<file path="config.mk">
export PLATFORM = sky130hd
export DESIGN_NAME = reg_xfer_sequencer
export DESIGN_NICKNAME = d
export VERILOG_FILES = /design/src/rtl/reg_xfer_sequencer.sv
export SDC_FILE = /design/constraint.sdc
export NUM_CORES = 1
export LEC_CHECK = 0
export CAP_MARGIN = 25
export CORE_MARGIN = 2
export CORE_UTILIZATION = 25
export CTS_CLUSTER_DIAMETER = 80
export DETAILED_ROUTE_END_ITERATION = 8
export SYNTH_ARGS = -nofsm -noshare
export SYNTH_HDL_FRONTEND = slang
export SYNTH_SLANG_ARGS = --single-unit
</file>
<file path="constraint.sdc">
create_clock -name clk -period 1.75 [get_ports clk]
set_input_delay 0.525 -clock clk [delete_from_list [all_inputs] [get_ports clk]]
set_output_delay 0.525 -clock clk [all_outputs]
set_load 0.02 [all_outputs]
</file>
<file path="src/rtl/reg_xfer_sequencer.sv">
// Command sequencer for an 8-entry 1W/1R register file: MOV, LDI, SWAP (via temp reg) and CLRALL.
// Step outputs are decoded from the registered state/step; MOV-style writes pass read data straight through.
module reg_xfer_sequencer #(
  parameter int DATA_W   = 8,
  parameter int TEMP_REG = 7
) (
  input  logic              clk,
  input  logic              reset,
  input  logic              cmd_valid,
  output logic              cmd_ready,
  input  logic [1:0]        cmd_op,
  input  logic [2:0]        cmd_src,
  input  logic [2:0]        cmd_dst,
  input  logic [DATA_W-1:0] cmd_imm,
  input  logic              stall,
  input  logic [DATA_W-1:0] rf_rd_data,
  output logic [2:0]        rf_sel_out,
  output logic              rf_oe,
  output logic [2:0]        rf_sel_in,
  output logic              rf_we,
  output logic [DATA_W-1:0] rf_wr_data,
  output logic              done,
  output logic              err
);
  typedef enum logic [1:0] {S_IDLE, S_STEP, S_DONE} state_e;

  localparam logic [1:0] OP_MOV  = 2'd0;
  localparam logic [1:0] OP_LDI  = 2'd1;
  localparam logic [1:0] OP_SWAP = 2'd2;
  localparam logic [1:0] OP_CLR  = 2'd3;
  localparam logic [2:0] TREG    = 3'(TEMP_REG);

  state_e            state_q, state_d;
  logic [2:0]        step_q, step_d;
  logic [1:0]        op_q, op_d;
  logic [2:0]        src_q, src_d, dst_q, dst_d;
  logic [DATA_W-1:0] imm_q, imm_d;
  logic              err_q, err_d;
  logic              illegal;
  logic [2:0]        last_step;

  assign illegal = (cmd_op == OP_SWAP) && ((cmd_src == TREG) || (cmd_dst == TREG));

  always_comb begin
    case (op_q)
      OP_SWAP: last_step = 3'd2;
      OP_CLR:  last_step = 3'd7;
      default: last_step = 3'd0;
    endcase
  end

  always_comb begin
    state_d = state_q;
    step_d  = step_q;
    op_d    = op_q;
    src_d   = src_q;
    dst_d   = dst_q;
    imm_d   = imm_q;
    err_d   = err_q;
    case (state_q)
      S_IDLE: if (cmd_valid) begin
        op_d    = cmd_op;
        src_d   = cmd_src;
        dst_d   = cmd_dst;
        imm_d   = cmd_imm;
        step_d  = 3'd0;
        err_d   = illegal;
        state_d = illegal ? S_DONE : S_STEP;
      end
      S_STEP: if (!stall) begin
        if (step_q == last_step) state_d = S_DONE;
        else                     step_d  = step_q + 3'd1;
      end
      default: begin
        state_d = S_IDLE;
        err_d   = 1'b0;
      end
    endcase
  end

  always_ff @(posedge clk) begin
    if (reset) begin
      state_q <= S_IDLE;
      step_q  <= '0;
      op_q    <= '0;
      src_q   <= '0;
      dst_q   <= '0;
      imm_q   <= '0;
      err_q   <= 1'b0;
    end else begin
      state_q <= state_d;
      step_q  <= step_d;
      op_q    <= op_d;
      src_q   <= src_d;
      dst_q   <= dst_d;
      imm_q   <= imm_d;
      err_q   <= err_d;
    end
  end

  // Strobes are gated by reset so an aborting edge never commits a write.
  logic wr_act, rd_act;
  always_comb begin
    wr_act     = 1'b0;
    rd_act     = 1'b0;
    rf_sel_out = '0;
    rf_sel_in  = '0;
    rf_wr_data = '0;
    if (state_q == S_STEP) begin
      wr_act = 1'b1;
      case (op_q)
        OP_MOV: begin
          rd_act = 1'b1; rf_sel_out = src_q; rf_sel_in = dst_q; rf_wr_data = rf_rd_data;
        end
        OP_LDI: begin
          rf_sel_in = dst_q; rf_wr_data = imm_q;
        end
        OP_SWAP: begin
          rd_act     = 1'b1;
          rf_wr_data = rf_rd_data;
          case (step_q)
            3'd0:    begin rf_sel_out = src_q; rf_sel_in = TREG;  end
            3'd1:    begin rf_sel_out = dst_q; rf_sel_in = src_q; end
            default: begin rf_sel_out = TREG;  rf_sel_in = dst_q; end
          endcase
        end
        default: rf_sel_in = step_q;
      endcase
    end
  end

  assign rf_we     = wr_act && !stall && !reset;
  assign rf_oe     = rd_act && !stall && !reset;
  assign cmd_ready = (state_q == S_IDLE);
  assign done      = (state_q == S_DONE);
  assign err       = done && err_q;
endmodule

</file>
==> run_results.csv <==
group,metric,value,unit
run_status,run_status,"complete, but fails checks",
run_status,violations,"setup timing",
routing,final_antenna_net_count,0,
routing,wire_per_inst,12.6,um
clock_network,cts_buffer_depth,2,
setup_path,ff2ff_path_depth,5,
place,hpwlAfterDp,2870,um
global_route,grt_pass1_wl,7030,um
timing,hold_slack,459,ps
setup_path,end_kind,"primary output",
routing,wl,4330,um
timing,fin_crit_sh,1.25,
timing,worstMarginPinSlew,353,ps
synth,synth_area_leaders,"dfxtp_1 (33%), a21oi_1 (13%), nand2_1 (11%), nand2b_1 (3.8%), nor2b_1 (3.3%)",
routing,via_count,1575,
clock_network,clk_pin_slew,90,ps
power_and_ir_drop,power_density,596,nW/um2
final_layout,antenna_cells,0,
clock_network,cts.htree.levels,1,
worst_hold_path,holdPathEnd,"imm_q[5]$_SDFFE_PP0P_",
synth,syn_area,1330,um2
final_layout,fillCellCount,512,
floorplanning,die_area,5910,um2
clock_network,cts.sinks,22,
timing,fmax,0.456,GHz
synth,synth-main-ff-cell,"dfxtp_1",
worst_hold_path,whs_path_depth,2,
setup_path,worstSetupPathType,"flip-flop to primary output",
floorplanning,fp.coreArea,5110,um2
synth,synthArstFlopShare,0,
timing,final-setup-viol-count,13,
synth,synth-seq-cells,22,
clock_network,clk_latency,270,ps
floorplanning,die_width,76.9,um
synth,netlist.area_leader.share,0.331,
worst_hold_path,min_path_type,"flip-flop to flip-flop",
global_route,grt.overflow.total,0,
synth,synth_cell_types,33,
timing,fin_setup_tns,-2670,ps
global_route,track_usage,0.143,
routing,route.detailed.drc,0,
synth,synthCells,187,
global_route,grt_pass1_vias,1568,
timing,drv_slew,0,
synth,yosysWarnings,0,
worst_hold_path,min_from,"imm_q[5]$_SDFFE_PP0P_",
place,gp_congestion,0.756,
synth,yosysSeqAreaShare,0.331,
floorplanning,start_util,0.260,
power_and_ir_drop,p_leak,1.01,nW
timing,rsz0062_at_grt,"yes",
floorplanning,num_rows,26,
synth,syn_avg_cell_area,7.11,um2
setup_path,rrSetupSlack,30,ps
final_layout,drive_above_1_share,0.423,
synth,yosys.area.top_type,"dfxtp_1",
setup_path,crit_fanout,6,
routing,drtPass1Iterations,4,
final_layout,areaGrowthSynthToFinish,86.8,%
setup_path,cpPeakStageDelay,370,ps
timing,worst_slack,-445,ps
setup_path,reg2reg_to,"step_q[0]$_SDFFE_PP0P_",
routing,drt_iter0_drc,73,
setup_path,critPathBufInv,2,
setup_path,critPathLaunchType,"flip-flop",
timing,hold_violations,0,
setup_path,crit_slowest_cell,"dfxtp_4",
setup_path,r2r-start,"step_q[2]$_SDFFE_PP0P_",
routing,avgViaCountPerCell,4.58,
power_and_ir_drop,vdd_drop_max,0.275,mV
synth,synthTopCellsByCount,"nand2_1 (38), a21oi_1 (35), dfxtp_1 (22)",
setup_path,required,1220,ps
floorplanning,dieHeight,76.9,um
clock_network,root_buffer,"clkbuf_8",
setup_path,path_cells,"inv_4 -> ha_4 -> o21bai_4 -> a211oi_2 -> a21oi_1 -> a211oi_2 -> buf_4",
setup_path,cp.arrival,1670,ps
synth,synth.most_common_cell,"nand2_1",
clock_network,numCtsBuffers,3,
global_route,antenna_found_initial,0,
timing,layout_min_cycle_time,2190,ps
setup_path,crit_path_frequent_cell,"a211oi_2",
final_layout,final_nets,306,
timing,finalClockSkew,2.75,ps
clock_network,cts_tree,"yes",
setup_path,cp_top_family,"compound AO/OA/AOI/OAI gates",
global_route,grt_max_degree,26,
synth,syn_nets,218,
floorplanning,boundaryPins,47,
clock_network,cts_hold_buffers,0,
synth,synth_edf_count,0,
place,portBuffers,46,
run,drv_cap,0,
timing,slew_headroom,0.761,
==> area by class of cell <==
cell class                 instances  area, um2  area share
sequential                        22        460       0.185
inverter                           6       27.5      0.0111
clock buffer                       4       66.3      0.0267
timing repair buffer              93        792       0.319
tap                               70       87.6      0.0353
multi-input combinational        149       1050       0.422
==> layer usage <==
metal	GRT usage	part of all wire
met3	0.0282	0.046
met1	0.178	0.45
met2	0.247	0.50
met4	0.0436	0.0037
met5	0	0
==> report_power, final <==
part | switching (mW) | internal [mW] | total (mW)
logic | 0.236 | 0.258 | 0.493
clock network | 0.179 | 0.248 | 0.427
registers | 0.0295 | 0.530 | 0.559
==> state kept, by name, summed over array words and instances, names as in the netlist <==
register  count
step_q        3
state_q       2
err_q         1
op_q          2
src_q         3
imm_q         8
dst_q         3
==> stage by stage <==
| stage | total power, mW | setup slack, ps | cells | area, um2 | util |
|---|---|---|---|---|---|
| after floorplan | 0.770 | -142 | 187 | 1420 | - |
| after global placement | 0.981 | -670 | 327 | 2180 | 0.428 |
| after detailed placement | 0.985 | -705 | 327 | 2180 | 0.428 |
| after CTS | 1.44 | -441 | 340 | 2320 | 0.454 |
| after global routing | 1.55 | -516 | 344 | 2480 | 0.486 |
| final | 1.48 | -445 | 344 | 2480 | 0.486 |
==> cells by family after synthesis <==
| group | count (synthesis) | synth area share |
|---|---|---|
| adder cells (fa/ha/maj) | 3 | 0.0283 |
| buffers and inverters | 18 | 0.0537 |
| AND/OR/NAND/NOR | 90 | 0.346 |
| AO/OA/AOI/OAI | 51 | 0.218 |
| flip-flops | 22 | 0.331 |
| multiplexers | 3 | 0.0235 |
==> layout by cell type, fill, tap and decap left out, types with 2 or more instances in the layout <==
cell | synthesis | routed
buf_2 | 3 | 6
buf_6 | 0 | 11
a21oi_1 | 35 | 26
nand3_1 | 4 | 4
clkbuf_8 | 0 | 3
o21ai_1 | 1 | 3
or3_4 | 1 | 2
nor3_2 | 0 | 2
nor2b_1 | 7 | 4
nand3b_1 | 5 | 5
a211oi_2 | 0 | 4
nor4b_2 | 0 | 2
nand2b_4 | 1 | 4
nor2b_4 | 0 | 2
inv_1 | 6 | 4
inv_4 | 0 | 2
nor2_1 | 11 | 11
nor3b_2 | 0 | 2
buf_4 | 0 | 47
ha_4 | 0 | 2
o21bai_4 | 0 | 2
nand2b_1 | 8 | 6
nand2_1 | 38 | 38
nor3_1 | 4 | 2
clkdlybuf4s50_1 | 0 | 17
mux2i_1 | 2 | 2
dlygate4sd2_1 | 0 | 9
dfxtp_4 | 0 | 5
dfxtp_1 | 22 | 16
a21oi_2 | 1 | 9
==> tightest hold or removal path, stage by stage, from the launching register on <==
cell     delay [ps]
dfxtp_1         320
nand2_1          50
a21oi_1          50
==> how the worst max path moves through the flow <==
stage                     slack (ps)  cells past startpoint      endpoint                   start
after floorplan                 -140                      6  rf_sel_in[0]  step_q[1]$_SDFFE_PP0P_
after detailed placement        -710                      3         rf_oe                   reset
final                           -440                      7  rf_sel_in[0]  step_q[0]$_SDFFE_PP0P_
after global routing            -520                      7  rf_sel_in[1]  step_q[0]$_SDFFE_PP0P_
after global placement          -670                      3         rf_oe                   reset
after CTS                       -440                      7  rf_sel_in[1]  step_q[0]$_SDFFE_PP0P_
==> what timing repair did <==
action / CTS / global route
endpoints found under the setup margin: 22 / 21
gates resized for setup: 121 / 29
buffers inserted: 7 / 4
hold endpoints to repair: 0 / 0
gates cloned: 2 / 0
pin swaps: 9 / 9
(Power assumes the default switching activity.)
